[src/rtl/nic_pkg.sv]
// Shared NIC port constants, packet width and controller state encoding.
package nic_pkg;
  localparam int PKT_W = 64;

  localparam logic [1:0] NIC_IN_DATA  = 2'b00;
  localparam logic [1:0] NIC_IN_STAT  = 2'b01;
  localparam logic [1:0] NIC_OUT_DATA = 2'b10;
  localparam logic [1:0] NIC_OUT_STAT = 2'b11;

  // Arbitration pointer values: which direction was served last.
  localparam logic SIDE_RX = 1'b0;
  localparam logic SIDE_TX = 1'b1;

  typedef enum logic [3:0] {
    ST_IDLE,
    ST_RD_IST,
    ST_CHK_IST,
    ST_RD_DAT,
    ST_CAP_DAT,
    ST_RD_OST,
    ST_CHK_OST,
    ST_WR_DAT,
    ST_GAP
  } state_t;
endpackage

[src/rtl/nic_xfer_ctrl_if.sv]
// PE-side FIFO handshake plus NIC register port of the transfer controller.
interface nic_xfer_ctrl_if;
  import nic_pkg::*;

  logic             tx_wr;
  logic [PKT_W-1:0] tx_data;
  logic             tx_full;
  logic             rx_rd;
  logic [PKT_W-1:0] rx_data;
  logic             rx_empty;
  logic             nic_en;
  logic             nic_wr_en;
  logic [1:0]       nic_addr;
  logic [PKT_W-1:0] nic_wdata;
  logic [PKT_W-1:0] nic_rdata;
  logic [15:0]      tx_cnt;
  logic [15:0]      rx_cnt;

  modport slave (
    input  tx_wr, tx_data, rx_rd, nic_rdata,
    output tx_full, rx_data, rx_empty, nic_en, nic_wr_en, nic_addr, nic_wdata,
           tx_cnt, rx_cnt
  );

  modport master (
    output tx_wr, tx_data, rx_rd, nic_rdata,
    input  tx_full, rx_data, rx_empty, nic_en, nic_wr_en, nic_addr, nic_wdata,
           tx_cnt, rx_cnt
  );
endinterface

[src/rtl/sync_fifo.sv]
// Single-clock FIFO; head reads as zero while empty, storage is not reset.
module sync_fifo #(
  parameter int DATA_W = 64,
  parameter int DEPTH  = 4
) (
  input  logic              clk,
  input  logic              reset,
  input  logic              i_push,
  input  logic [DATA_W-1:0] i_data,
  input  logic              i_pop,
  output logic [DATA_W-1:0] o_data,
  output logic              o_full,
  output logic              o_empty
);
  localparam int AW = (DEPTH > 1) ? $clog2(DEPTH) : 1;
  localparam logic [AW:0] CNT_FULL = (AW + 1)'(DEPTH);

  logic [DATA_W-1:0] r_mem [DEPTH];
  logic [AW-1:0]     r_wr_ptr;
  logic [AW-1:0]     r_rd_ptr;
  logic [AW:0]       r_count;
  logic              w_push_ok;
  logic              w_pop_ok;

  // Fullness is judged before the pop, so a push to a full FIFO is dropped.
  assign o_full    = (r_count == CNT_FULL);
  assign o_empty   = (r_count == '0);
  assign w_push_ok = i_push && !o_full;
  assign w_pop_ok  = i_pop && !o_empty;
  assign o_data    = o_empty ? '0 : r_mem[r_rd_ptr];

  always_ff @(posedge clk) begin
    if (!reset) begin
      r_wr_ptr <= '0;
      r_rd_ptr <= '0;
      r_count  <= '0;
    end else begin
      if (w_push_ok) r_wr_ptr <= r_wr_ptr + 1'b1;
      if (w_pop_ok)  r_rd_ptr <= r_rd_ptr + 1'b1;
      case ({w_push_ok, w_pop_ok})
        2'b10:   r_count <= r_count + 1'b1;
        2'b01:   r_count <= r_count - 1'b1;
        default: r_count <= r_count;
      endcase
    end
  end

  always_ff @(posedge clk) begin
    if (w_push_ok) r_mem[r_wr_ptr] <= i_data;
  end
endmodule

[src/rtl/nic_xfer_ctrl.sv]
// Round-robin NIC poller moving one packet per service between PE FIFOs and the NIC port.
module nic_xfer_ctrl
  import nic_pkg::*;
#(
  parameter int DEPTH    = 4,
  parameter int POLL_GAP = 3
) (
  input logic            clk,
  input logic            reset,
  nic_xfer_ctrl_if.slave bus
);
  localparam int GAP_W = (POLL_GAP > 1) ? $clog2(POLL_GAP) : 1;
  localparam logic [GAP_W-1:0] GAP_LOAD = GAP_W'((POLL_GAP > 1) ? POLL_GAP - 1 : 0);

  state_t           r_state;
  state_t           w_next;
  logic             r_last;
  logic             w_last_nxt;
  logic [GAP_W-1:0] r_gap;
  logic             w_gap_load;
  logic [15:0]      r_tx_cnt;
  logic [15:0]      r_rx_cnt;
  logic             w_tx_pop;
  logic             w_rx_push;
  logic             w_tx_empty;
  logic             w_rx_full;
  logic             w_rx_elig;
  logic             w_tx_elig;
  logic [PKT_W-1:0] w_tx_head;

  sync_fifo #(.DATA_W(PKT_W), .DEPTH(DEPTH)) u_tx_fifo (
    .clk     (clk),
    .reset   (reset),
    .i_push  (bus.tx_wr),
    .i_data  (bus.tx_data),
    .i_pop   (w_tx_pop),
    .o_data  (w_tx_head),
    .o_full  (bus.tx_full),
    .o_empty (w_tx_empty)
  );

  sync_fifo #(.DATA_W(PKT_W), .DEPTH(DEPTH)) u_rx_fifo (
    .clk     (clk),
    .reset   (reset),
    .i_push  (w_rx_push),
    .i_data  (bus.nic_rdata),
    .i_pop   (bus.rx_rd),
    .o_data  (bus.rx_data),
    .o_full  (w_rx_full),
    .o_empty (bus.rx_empty)
  );

  assign w_rx_elig  = !w_rx_full;
  assign w_tx_elig  = !w_tx_empty;
  assign bus.tx_cnt = r_tx_cnt;
  assign bus.rx_cnt = r_rx_cnt;

  always_ff @(posedge clk) begin
    if (!reset) begin
      r_state  <= ST_IDLE;
      r_last   <= SIDE_TX;
      r_gap    <= '0;
      r_tx_cnt <= '0;
      r_rx_cnt <= '0;
    end else begin
      r_state <= w_next;
      r_last  <= w_last_nxt;
      if (w_gap_load)                            r_gap <= GAP_LOAD;
      else if (r_state == ST_GAP && r_gap != '0) r_gap <= r_gap - 1'b1;
      if (w_tx_pop)  r_tx_cnt <= r_tx_cnt + 16'd1;
      if (w_rx_push) r_rx_cnt <= r_rx_cnt + 16'd1;
    end
  end

  // NIC read data is registered, so status/data are checked one state after the request.
  always_comb begin
    w_next     = r_state;
    w_last_nxt = r_last;
    w_gap_load = 1'b0;
    w_tx_pop   = 1'b0;
    w_rx_push  = 1'b0;
    case (r_state)
      ST_IDLE: begin
        if (w_rx_elig && (!w_tx_elig || r_last == SIDE_TX)) begin
          w_next     = ST_RD_IST;
          w_last_nxt = SIDE_RX;
        end else if (w_tx_elig) begin
          w_next     = ST_RD_OST;
          w_last_nxt = SIDE_TX;
        end
      end
      ST_RD_IST: w_next = ST_CHK_IST;
      ST_CHK_IST: begin
        if (bus.nic_rdata[0]) begin
          w_next = ST_RD_DAT;
        end else begin
          w_next     = ST_GAP;
          w_gap_load = 1'b1;
        end
      end
      ST_RD_DAT: w_next = ST_CAP_DAT;
      ST_CAP_DAT: begin
        w_rx_push = 1'b1;
        w_next    = ST_IDLE;
      end
      ST_RD_OST: w_next = ST_CHK_OST;
      ST_CHK_OST: begin
        if (!bus.nic_rdata[0]) begin
          w_next = ST_WR_DAT;
        end else begin
          w_next     = ST_GAP;
          w_gap_load = 1'b1;
        end
      end
      ST_WR_DAT: begin
        w_tx_pop = 1'b1;
        w_next   = ST_IDLE;
      end
      ST_GAP: begin
        if (r_gap == '0) w_next = ST_IDLE;
      end
      default: w_next = ST_IDLE;
    endcase
  end

  always_comb begin
    bus.nic_en    = 1'b0;
    bus.nic_wr_en = 1'b0;
    bus.nic_addr  = NIC_IN_DATA;
    bus.nic_wdata = '0;
    case (r_state)
      ST_RD_IST: begin
        bus.nic_en   = 1'b1;
        bus.nic_addr = NIC_IN_STAT;
      end
      ST_RD_DAT: begin
        bus.nic_en   = 1'b1;
        bus.nic_addr = NIC_IN_DATA;
      end
      ST_RD_OST: begin
        bus.nic_en   = 1'b1;
        bus.nic_addr = NIC_OUT_STAT;
      end
      ST_WR_DAT: begin
        bus.nic_en    = 1'b1;
        bus.nic_wr_en = 1'b1;
        bus.nic_addr  = NIC_OUT_DATA;
        bus.nic_wdata = w_tx_head;
      end
      default: ;
    endcase
  end
endmodule

[src/flat_wrapper.sv]
// flat-port wrapper written by rule: the top's interface ports become plain ports
module nic_xfer_ctrl_flat import nic_pkg::*;
#(
  parameter int DEPTH    = 4,
  parameter int POLL_GAP = 3
)
  (clk, reset, bus_tx_wr, bus_tx_data, bus_rx_rd, bus_nic_rdata, bus_tx_full, bus_rx_data, bus_rx_empty, bus_nic_en, bus_nic_wr_en, bus_nic_addr, bus_nic_wdata, bus_tx_cnt, bus_rx_cnt);
  nic_xfer_ctrl_if bus_i ();
  input logic clk;
  input logic reset;
  input wire logic [$bits(bus_i.tx_wr)-1:0] bus_tx_wr;
  input wire logic [$bits(bus_i.tx_data)-1:0] bus_tx_data;
  input wire logic [$bits(bus_i.rx_rd)-1:0] bus_rx_rd;
  input wire logic [$bits(bus_i.nic_rdata)-1:0] bus_nic_rdata;
  output wire logic [$bits(bus_i.tx_full)-1:0] bus_tx_full;
  output wire logic [$bits(bus_i.rx_data)-1:0] bus_rx_data;
  output wire logic [$bits(bus_i.rx_empty)-1:0] bus_rx_empty;
  output wire logic [$bits(bus_i.nic_en)-1:0] bus_nic_en;
  output wire logic [$bits(bus_i.nic_wr_en)-1:0] bus_nic_wr_en;
  output wire logic [$bits(bus_i.nic_addr)-1:0] bus_nic_addr;
  output wire logic [$bits(bus_i.nic_wdata)-1:0] bus_nic_wdata;
  output wire logic [$bits(bus_i.tx_cnt)-1:0] bus_tx_cnt;
  output wire logic [$bits(bus_i.rx_cnt)-1:0] bus_rx_cnt;
  assign bus_i.tx_wr = bus_tx_wr;
  assign bus_i.tx_data = bus_tx_data;
  assign bus_i.rx_rd = bus_rx_rd;
  assign bus_i.nic_rdata = bus_nic_rdata;
  assign bus_tx_full = bus_i.tx_full;
  assign bus_rx_data = bus_i.rx_data;
  assign bus_rx_empty = bus_i.rx_empty;
  assign bus_nic_en = bus_i.nic_en;
  assign bus_nic_wr_en = bus_i.nic_wr_en;
  assign bus_nic_addr = bus_i.nic_addr;
  assign bus_nic_wdata = bus_i.nic_wdata;
  assign bus_tx_cnt = bus_i.tx_cnt;
  assign bus_rx_cnt = bus_i.rx_cnt;
  nic_xfer_ctrl #(.DEPTH(DEPTH), .POLL_GAP(POLL_GAP)) u_core (.clk(clk), .reset(reset), .bus(bus_i));
endmodule
[config.mk]
export PLATFORM = sky130hd
export DESIGN_NAME = nic_xfer_ctrl_flat
export DESIGN_NICKNAME = d
export VERILOG_FILES = /design/src/rtl/nic_pkg.sv /design/src/rtl/nic_xfer_ctrl_if.sv /design/src/rtl/sync_fifo.sv /design/src/rtl/nic_xfer_ctrl.sv /design/src/flat_wrapper.sv
export SDC_FILE = /design/constraint.sdc
export NUM_CORES = 1
export LEC_CHECK = 0
export BUFFER_PORTS_ARGS = -buffer_cell sky130_fd_sc_hd__buf_2
export CORE_UTILIZATION = 60
export CTS_BUF_LIST = sky130_fd_sc_hd__clkbuf_8
export CTS_CLUSTER_DIAMETER = 100
export DETAILED_ROUTE_END_ITERATION = 10
export MAX_ROUTING_LAYER = met4
export PLACE_DENSITY = 0.83
export RECOVER_POWER = 25
export SETUP_SLACK_MARGIN = 0.15
export SKIP_LAST_GASP = 1
export SLEW_MARGIN = 20
export SYNTH_ARGS = -nofsm -noshare
export SYNTH_HDL_FRONTEND = slang
export SYNTH_SLANG_ARGS = --single-unit
[constraint.sdc]
create_clock -name clk -period 4 [get_ports clk]
set_input_delay 0.6 -clock clk [delete_from_list [all_inputs] [get_ports clk]]
set_output_delay 0.6 -clock clk [all_outputs]
set_load 0.03 [all_outputs]
# Yosys cells after proc, flatten, opt, wreduce, memory -nomap -nowiden

Memories as Yosys holds them, arrays and structs flattened. A register that Yosys moved wholly into a read port is not among the register bits.
Index checks and enable logic that the tools add are counted.

Register bits after elaboration: 53
RAM bits: 512
Input bits: 132
Output and inout port bits: 166
Logic and storage cells: 96
Memories: 2

$add $sub $neg: 11
Eq/ne operators: 17
Multiplexer cells: 30
Bitwise gates (word level): 1
Reductions and logical operators: 23

Memories:

| name                   | words | bits a word | rd ports | clocked after Yosys merged registers in | wr ports | RTL line        | source |
|---|---|---|---|---|---|---|---|
| u_core.u_rx_fifo.r_mem | 4     | 64          | 1        | 1                                       | 1        | sync_fifo.sv:18 | `logic [DATA_W-1:0] r_mem [DEPTH];` |
| u_core.u_tx_fifo.r_mem | 4     | 64          | 1        | 1                                       | 1        | sync_fifo.sv:18 |  |

Operators with widths:

| cell                    | count |
|---|---|
| $mux W64                | 3 |
| $add A16 B1 Y16 const B | 2 |
| $pmux W4 S7             | 1 |
| $mux W4                 | 5 |
| $eq A4 B3 Y1 const B    | 4 |
| $mux W2                 | 6 |
| $pmux W3 S2             | 2 |
| $mux W1                 | 11 |
| $add A2 B1 Y2 const B   | 4 |
| $eq A4 B2 Y1 const B    | 2 |
| $reduce_bool A2 Y1      | 4 |
| $add A3 B1 Y3 const B   | 2 |
| $eq A3 B3 Y1 const B    | 2 |
| $logic_and A1 B1 Y1     | 6 |
| $logic_not A3 Y1        | 2 |
| $pmux W2 S3             | 1 |
| $sub A3 B1 Y3 const B   | 2 |
| $eq A2 B1 Y1 const B    | 2 |
| $eq A2 B2 Y1 const B    | 2 |
| $eq A4 B1 Y1 const B    | 1 |
| $eq A4 B4 Y1 const B    | 1 |
| $logic_not A1 Y1        | 4 |
| $logic_not A4 Y1        | 1 |
| $reduce_and A2 Y1       | 2 |
| other kinds (10)        | 10 |

# Longest topological paths before layout

Gate-level depths: netlist of the first run.

Depth after elaboration: 5
Depth in mapped cells: 11
Depth with buffers taken out: 9

# By module

Synthesis of the first run repeated with hierarchy kept, for this count alone.

Cell total of the unflattened synthesis: 1207
Area total of the unflattened synthesis: 22595.4 µm²

By module, submodules not included:

| module                       | times used | cells an instance | area an instance (µm²) | seq. area each (µm²) |
|---|---|---|---|---|
| sync_fifo (u_core.u_rx_fifo) | 1          | 459               | 10174.8                | 7867.5 |
| sync_fifo (u_core.u_tx_fifo) | 1          | 459               | 10158.5                | 7867.5 |
| nic_xfer_ctrl                | 1          | 289               | 2262.2                 | 780.7 |

# Worst setup path before layout of the first run

Ideal clock, no wire load.

Kind: register to register
Start point: reg u_core.r_state[3]
End point: mem u_core.u_rx_fifo.r_mem[0][0], enable pin
Setup time: 429 ps
Arrival: 2856 ps
Data required time: 3571 ps
Slack: 714 ps
Cell stages (with the launch flop): 5
Buffers on the path: 2
Clock period less this slack: 3286 ps
Path through: dfxtp_1 -> clkbuf_1 -> nor4b_1 -> clkbuf_1 -> and3_1

Cells in the longest elaborated chain, start to end: 5

RTL lines:

| element                       | RTL line            | source |
|---|---|---|
| start, declared               | nic_xfer_ctrl.sv:15 | `state_t r_state;` |
| start signal, assigned        | nic_xfer_ctrl.sv:66 | `r_state <= w_next;` |
| $eq A4 B3 Y1                  | nic_xfer_ctrl.sv:82 | `case (r_state)` |
| $mux W1                       | nic_xfer_ctrl.sv:82 |  |
| $logic_and A1 B1 Y1           | sync_fifo.sv:28     | `assign w_push_ok = i_push && !o_full;` |
| $mux W1                       | sync_fifo.sv:49     | `if (w_push_ok) r_mem[r_wr_ptr] <= i_data;` |
| $mux W1 (not written as such) | sync_fifo.sv:49     |  |
| end, declared                 | sync_fifo.sv:18     |  |

Every way passes these cells.

# Final worst setup path of the first run

Start point: reg u_core.r_state[0]
End point: out bus_nic_wdata[10]

Cells in the longest elaborated chain, start to end: 2

RTL lines:

| element       | RTL line             | source |
|---|---|---|
| $eq A4 B3 Y1  | nic_xfer_ctrl.sv:131 | `case (r_state)` |
| $mux W64      | nic_xfer_ctrl.sv:131 |  |
| end, declared | flat_wrapper.sv:21   | `output wire logic [$bits(bus_i.nic_wdata)-1:0] bus_nic_wdata;` |

Every way passes these cells.

==> impl_metrics.ini, run 1 <==
[timing]
slew_viol_final = 0
whs_ns = 0.177
relSlewSlack_pct = 32.6
tightestPinTransition_ns = 1.01
final.min_clock_period_ns = 3.47
setup_viol = 0
finClkSkew_ns = 0.0203
fin_tns_setup_ns = 0
period_share_pct = 86.7
hold_viol_final = 0
max_freq_mhz = 288
rsz0062_at_grt = no

[pwr]
power_density_nw_per_um2 = 514
p_switching_mw = 3.48
p_leak_nw = 9.21
peakVddDrop_mv = 0.404
p_clk_share_pct = 33.5
switching_share_pct = 26.2
p_int_mw = 9.77
pwr-share-comb_pct = 14.3
p_seq_share_pct = 52.2

[final_layout]
nNetsFinal = 1631
synthToLayoutAreaGrowth_pct = 16.3
fin_cells = 2023
drive_gt1_share_pct = 31.0
n_fill_cell = 2303
multi_input_area_um2 = 5330
seqCellArea_um2 = 16500

[floorplan]
rows = 70
start_util_pct = 60.8
dieArea_um2 = 37700
ioPinCount = 298
die_y_um = 194
die_w_um = 194
core-area_um2 = 36400

[detailed_routing]
drt_iter0_drc = 792
drtAntennaViolNets = 0
wl_um = 43800
wl_per_cell_um = 21.7
via_per_inst = 5.78
drtPass1Iterations = 5
drc = 0
num_vias = 11700

[yosys]
ys_types = 41
synth-seq-area-share_pct = 74.6
synth_top_flop_cell = edfxtp_1
yosysMostFrequentCell = edfxtp_1
syn_area_um2 = 22200
synth.avg_cell_area_um2 = 19.5
synth_top_area_share_pct = 69.4
synth_edf_count = 512
synth.area.top_cells = edfxtp_1 (69%), mux4_2 (13%), dfxtp_1 (5.2%)
async_reset_ff_share_pct = 0
yosys-top-cells-count = edfxtp_1 (512), mux4_2 (128), and2_1 (98)
ys_ff_latch = 569
syn_inst = 1136
synth_area_leader_cell = edfxtp_1
ys_warn_count = 0
synth_nets = 1283

[clocking]
postCtsHoldBufs = 0
cts_buffers = 92
cts.sinks = 569
path_clk_slew_ns = 0.06
cts_root_buf = clkbuf_8
clock_path_buffers = 3
htreeDepth = 3
cts_tree = built
cts_resized = 0
insertion_delay_ns = 0.65
cts_setup_buffers = 0

[grt]
grt_use_total_pct = 24.4
grt_pass1_vias = 12300
grt_max_degree = 67
gr-total-overflow = 0
grt_pass1_wl_um = 67200
antenna_found_initial = 9

[placed_design]
hpwl_um = 26500
dp_cells = 1858
gp_congestion = 0.815
portBuffers = 297

[run]
drv_cap = 0

[worst_setup_path]
worstPathMaxFanout = 42
endpoint_kind = output port
start_kind = flip-flop
cp.required_ns = 3.40
critical_path_arrival_ns = 2.87
critPathKind = reg -> out

[status]
status = complete, no violations

[min_path]
hold_path.class = in -> reg
-- worst max-delay path, cell delays in order (launching register included) --
cell and delay, ns:
dfxtp_1 0.59, nand4b_1 0.55, inv_2 0.18, buf_4 0.39, and3_1 0.27, buf_2 0.21
-- power groups by stage --
stage	combinational, mW	sequential (mW)	clock, mW
final	1.90	6.91	4.43
after global routing	2.03	6.94	4.77
after CTS	1.93	6.92	4.54
after detailed placement	1.92	7.04	0
after global placement	1.88	7.02	0
after floorplan	1.40	6.94	0
-- routing by layer --
layer | up-vias | part of all wire (%) | global-route usage [%]
met3 | 90 | 8.5 | 7.20
met2 | 481 | 49 | 38.2
met5 | - | 0 | -
met4 | 0 | 2.7 | 9.79
li1 | 5237 | - | -
met1 | 5877 | 40 | 30.1
-- flip-flops by register name, indices dropped and copies added (netlist names), 3 cells and up, named ones only --
signal,cells
u_core.u_tx_fifo.r_mem,256
u_core.u_rx_fifo.r_mem,256
u_core.bus.rx_cnt,16
u_core.r_state,4
u_core.bus.tx_cnt,16
u_core.u_rx_fifo.r_count,3
u_core.u_tx_fifo.r_count,3
-- cells in the final DEF (no fill, tap or decap), types with 3 or more instances in the layout --
cell type and count:
nor3_1 7, and2_1 94, nor3b_1 4, inv_1 42, clkinv_1 20, or3_1 9, nand3_1 14, clkbuf_8 93
ha_1 13, edfxtp_1 512, mux4_2 128, and3_2 4, a21boi_0 9, buf_2 204, buf_4 11, xnor2_1 24
nor2_1 5, clkbuf_1 93, o21ai_0 11, nand2b_1 10, nor2b_1 6, buf_12 9, dfxtp_1 53, and2_4 4
and3_1 67, nand2_1 21, mux2i_1 10, clkinvlp_4 3, nor4_1 7, diode_2 8, xor2_1 9, nand4_1 9
clkinv_2 11, a21oi_1 4
-- stage by stage --
step           setup slack (ns)  utilization (%)  total power [mW]  cell area [um^2]
6_report                  0.532             70.7              13.2             25800
5_1_grt                   0.349             70.7              13.7             25800
4_1_cts                   0.552             71.0              13.4             25900
3_3_place_gp               1.31             66.6              8.90             24200
2_1_floorplan             0.714                -              8.33             22200
3_5_place_dp               1.26             66.6              8.96             24200
-- logic make-up after synthesis --
kind of cell / after synthesis / share of synthesized area [%]
DFF: 569 / 74.6
and+or+nand+nor: 273 / 7.46
muxes: 138 / 13.5
buffers and inverters: 80 / 1.50
xor gates and xnor gates: 33 / 1.30
AOI/OAI and AO/OA: 28 / 0.796
adders and majority gates: 15 / 0.915
-- path summary, 6_finish.rpt --
check,depth (start not counted),slack (ns),to,start
worst max-delay path,5,0.53,bus_nic_wdata[10],u_core.r_state[0]
worst min-delay path,1,0.18,u_core.u_tx_fifo.r_mem[2][45],bus_tx_data[45]
worst max register to register,7,1.43,u_core.u_tx_fifo.r_count[2],u_core.r_state[0]
worst min register to register,2,0.49,u_core.bus.tx_cnt[13],u_core.bus.tx_cnt[13]
-- area by class of cell --
cell class              instances  area share, %
inverters                      17          0.248
repair buffers                317           6.34
well taps                     468           2.27
flip-flops and latches        569           64.1
clock inverters                64           1.27
clock buffers                  93           4.97
multi-input cells             487           20.7
diodes                          8         0.0777
Note: power is estimated with default switching activity, not from simulation.
==> run 2: changes to the inputs <==
--- a/config.mk
+++ b/config.mk
@@ -5,13 +5,15 @@
 export SDC_FILE = /design/constraint.sdc
 export NUM_CORES = 1
 export LEC_CHECK = 0
+export ABC_AREA = 1
 export BUFFER_PORTS_ARGS = -buffer_cell sky130_fd_sc_hd__buf_2
 export CORE_UTILIZATION = 60
 export CTS_BUF_LIST = sky130_fd_sc_hd__clkbuf_8
 export CTS_CLUSTER_DIAMETER = 100
 export DETAILED_ROUTE_END_ITERATION = 10
+export GPL_TIMING_DRIVEN = 0
 export MAX_ROUTING_LAYER = met4
-export PLACE_DENSITY = 0.83
+export PLACE_DENSITY = 0.82
 export RECOVER_POWER = 25
 export SETUP_SLACK_MARGIN = 0.15
 export SKIP_LAST_GASP = 1
==> impl_metrics.ini, run 2 <==
[detailed_routing]
drtPass1Iterations = 5
num_vias = 16400
via_per_inst = 5.59
drc = 0
wl_um = 56300
wl_per_cell_um = 19.2
drt_iter0_drc = 1394
drtAntennaViolNets = 0

[placed_design]
dp_cells = 2747
gp_congestion = 0.868
hpwl_um = 36300
dpl-instance-area_um2 = 25600
pre_cts_slack_ns = 1.41
portBuffers = 297

[pwr]
p_switching_mw = 4.39
switching_share_pct = 31.0
p_leak_nw = 9.99
p_clk_share_pct = 32.9
p_seq_share_pct = 47.9
pwr-share-comb_pct = 19.2
power_density_nw_per_um2 = 520
peakVddDrop_mv = 0.507
p_int_mw = 9.76

[final_layout]
drive_gt1_share_pct = 20.4
design_area_um2 = 27200
fin_cells = 2930
final_cell_mix = nor2_1 (571), edfxtp_1 (512), o21ai_0 (279)
nNetsFinal = 2474
final_core_util_pct = 72.4
synthToLayoutAreaGrowth_pct = 19.3
largestRegisters = u_core.u_rx_fifo.r_mem (256), u_core.u_tx_fifo.r_mem (256)
final_common_cell = nor2_1

[yosys]
yosys-top-cells-count = nor2_1 (579), edfxtp_1 (512), o21ai_0 (279)
synth_top_flop_cell = edfxtp_1
synth_nets = 2063
synth.avg_cell_area_um2 = 11.9
syn_area_um2 = 22800
syn_inst = 1916
ys_types = 37
async_reset_ff_share_pct = 0
ys_warn_count = 0
yosysMostFrequentCell = nor2_1
synth_area_leader_cell = edfxtp_1
synth_top_area_share_pct = 67.4
synth-seq-area-share_pct = 72.4
ys_ff_latch = 569
synth_edf_count = 512
synth.area.top_cells = edfxtp_1 (67%), nor2_1 (9.5%), o21ai_0 (6.1%)

[floorplan]
ioPinCount = 298
die_y_um = 197
rows = 71
core-area_um2 = 37600
start_util_pct = 60.7
die_w_um = 197
dieArea_um2 = 38800

[worst_setup_path]
endpoint_kind = output port
worstPathCellList = inv_2 -> clkbuf_1 -> clkbuf_1 -> o21ai_0 -> a21oi_2 -> buf_2
r2r_start = u_core.r_state[0]
cpMostUsedCell = clkbuf_1
slowest_delay_ns = 0.48
crit_path_top_delay_cell = clkbuf_1
critical_path_arrival_ns = 2.72
critPathKind = reg -> out
reg2reg_depth = 7
cp-endpoint = bus_nic_wdata[58]
worstPathMaxFanout = 10
start_kind = flip-flop
r2r_slack_ns = 1.49
r2r-end = u_core.u_rx_fifo.r_mem[1][20]
cp.required_ns = 3.40

[timing]
slew_viol_final = 0
setup_viol = 0
finClkSkew_ns = 0.0319
relSlewSlack_pct = 48.3
fin_ws_ns = 0.679
whs_ns = 0.170
tightestPinTransition_ns = 0.774
rsz0062_at_grt = no
max_freq_mhz = 301
final.min_clock_period_ns = 3.32
hold_viol_final = 0
period_share_pct = 83.0

[clocking]
cts_tree = built
cts_resized = 0
cts_buffers = 89
insertion_delay_ns = 0.65
cts_setup_buffers = 0
cts_root_buf = clkbuf_8
postCtsHoldBufs = 0
path_clk_slew_ns = 0.07
clock_path_buffers = 3
htreeDepth = 3
cts.sinks = 569

[grt]
grt_pass1_wl_um = 85000
grt_pass1_vias = 16100
grt_max_degree = 24
grt_use_total_pct = 29.6
gr-total-overflow = 0
antenna_found_initial = 14

[status]
status = complete, no violations

[min_path]
hold_path.class = in -> reg

[run]
drv_cap = 0
## run 2: worst max-delay path: cells and delay by family (launching register included)
kind | cells | cell delay (ns)
compound gates | 2 | 0.48
buf+inv | 4 | 1.24
flops | 1 | 0.36
## run 2: cells by family (layout without fill, tap and decap cells)
logic type      Yosys count  count (layout)  synth area share, %
compound gates          459             459                 11.2
flops                   569             569                 72.4
simple gates            699             699                 12.2
buf+inv                 172             658                 3.26
fa+ha+maj                15              15                0.889
xor+xnor                  2               2               0.0768
other cells               0              17                    0
## run 2: final cells by class
class | count | area (um^2)
diodes | 17 | 42.5
plain buffers | 100 | 470
clock buffers | 101 | 1390
clock inverters | 65 | 317
fillers | 2477 | 10400
inverters | 72 | 273
multi-input cells | 1175 | 5610
flip-flops and latches | 569 | 16500
well taps | 511 | 639
repair buffers | 320 | 1960
## run 2: power groups by stage
stage | registers [mW] | clock network (mW) | logic (mW)
3_3_place_gp | 6.91 | 0 | 2.55
3_5_place_dp | 6.89 | 0 | 2.68
6_report | 6.77 | 4.65 | 2.72
4_1_cts | 6.77 | 4.70 | 2.71
5_1_grt | 6.79 | 4.96 | 2.91
2_1_floorplan | 6.89 | 0 | 1.70
## run 2: metrics by stage
stage                     power, mW  TNS [ns]
final                          14.2         0
after global routing           14.7         0
after CTS                      14.2         0
after detailed placement       9.58         0
after global placement         9.45   -652.11
after floorplan                8.59    -73.09
## run 2: per-layer routing
layer / track usage, % / vias to the layer above / routed length [um]
met5: - / - / 0
met1: 35.7 / 7841 / 21100
met3: 7.39 / 118 / 5630
li1: - / 7566 / -
met4: 12.1 / 0 / 1690
met2: 47.9 / 855 / 27900
## run 2: worst min path at each step
stage / start / to / cells after the start
6_report: bus_tx_data[27] / u_core.u_tx_fifo.r_mem[1][27] / 1
4_1_cts: bus_tx_data[12] / u_core.u_tx_fifo.r_mem[3][12] / 1
3_3_place_gp: u_core.r_gap[0] / u_core.r_gap[0] / 2
5_1_grt: bus_nic_rdata[54] / u_core.u_rx_fifo.r_mem[0][54] / 1
3_5_place_dp: u_core.u_rx_fifo.r_rd_ptr[1] / u_core.u_rx_fifo.r_rd_ptr[1] / 2
2_1_floorplan: u_core.u_tx_fifo.r_rd_ptr[1] / flip-flop / 2
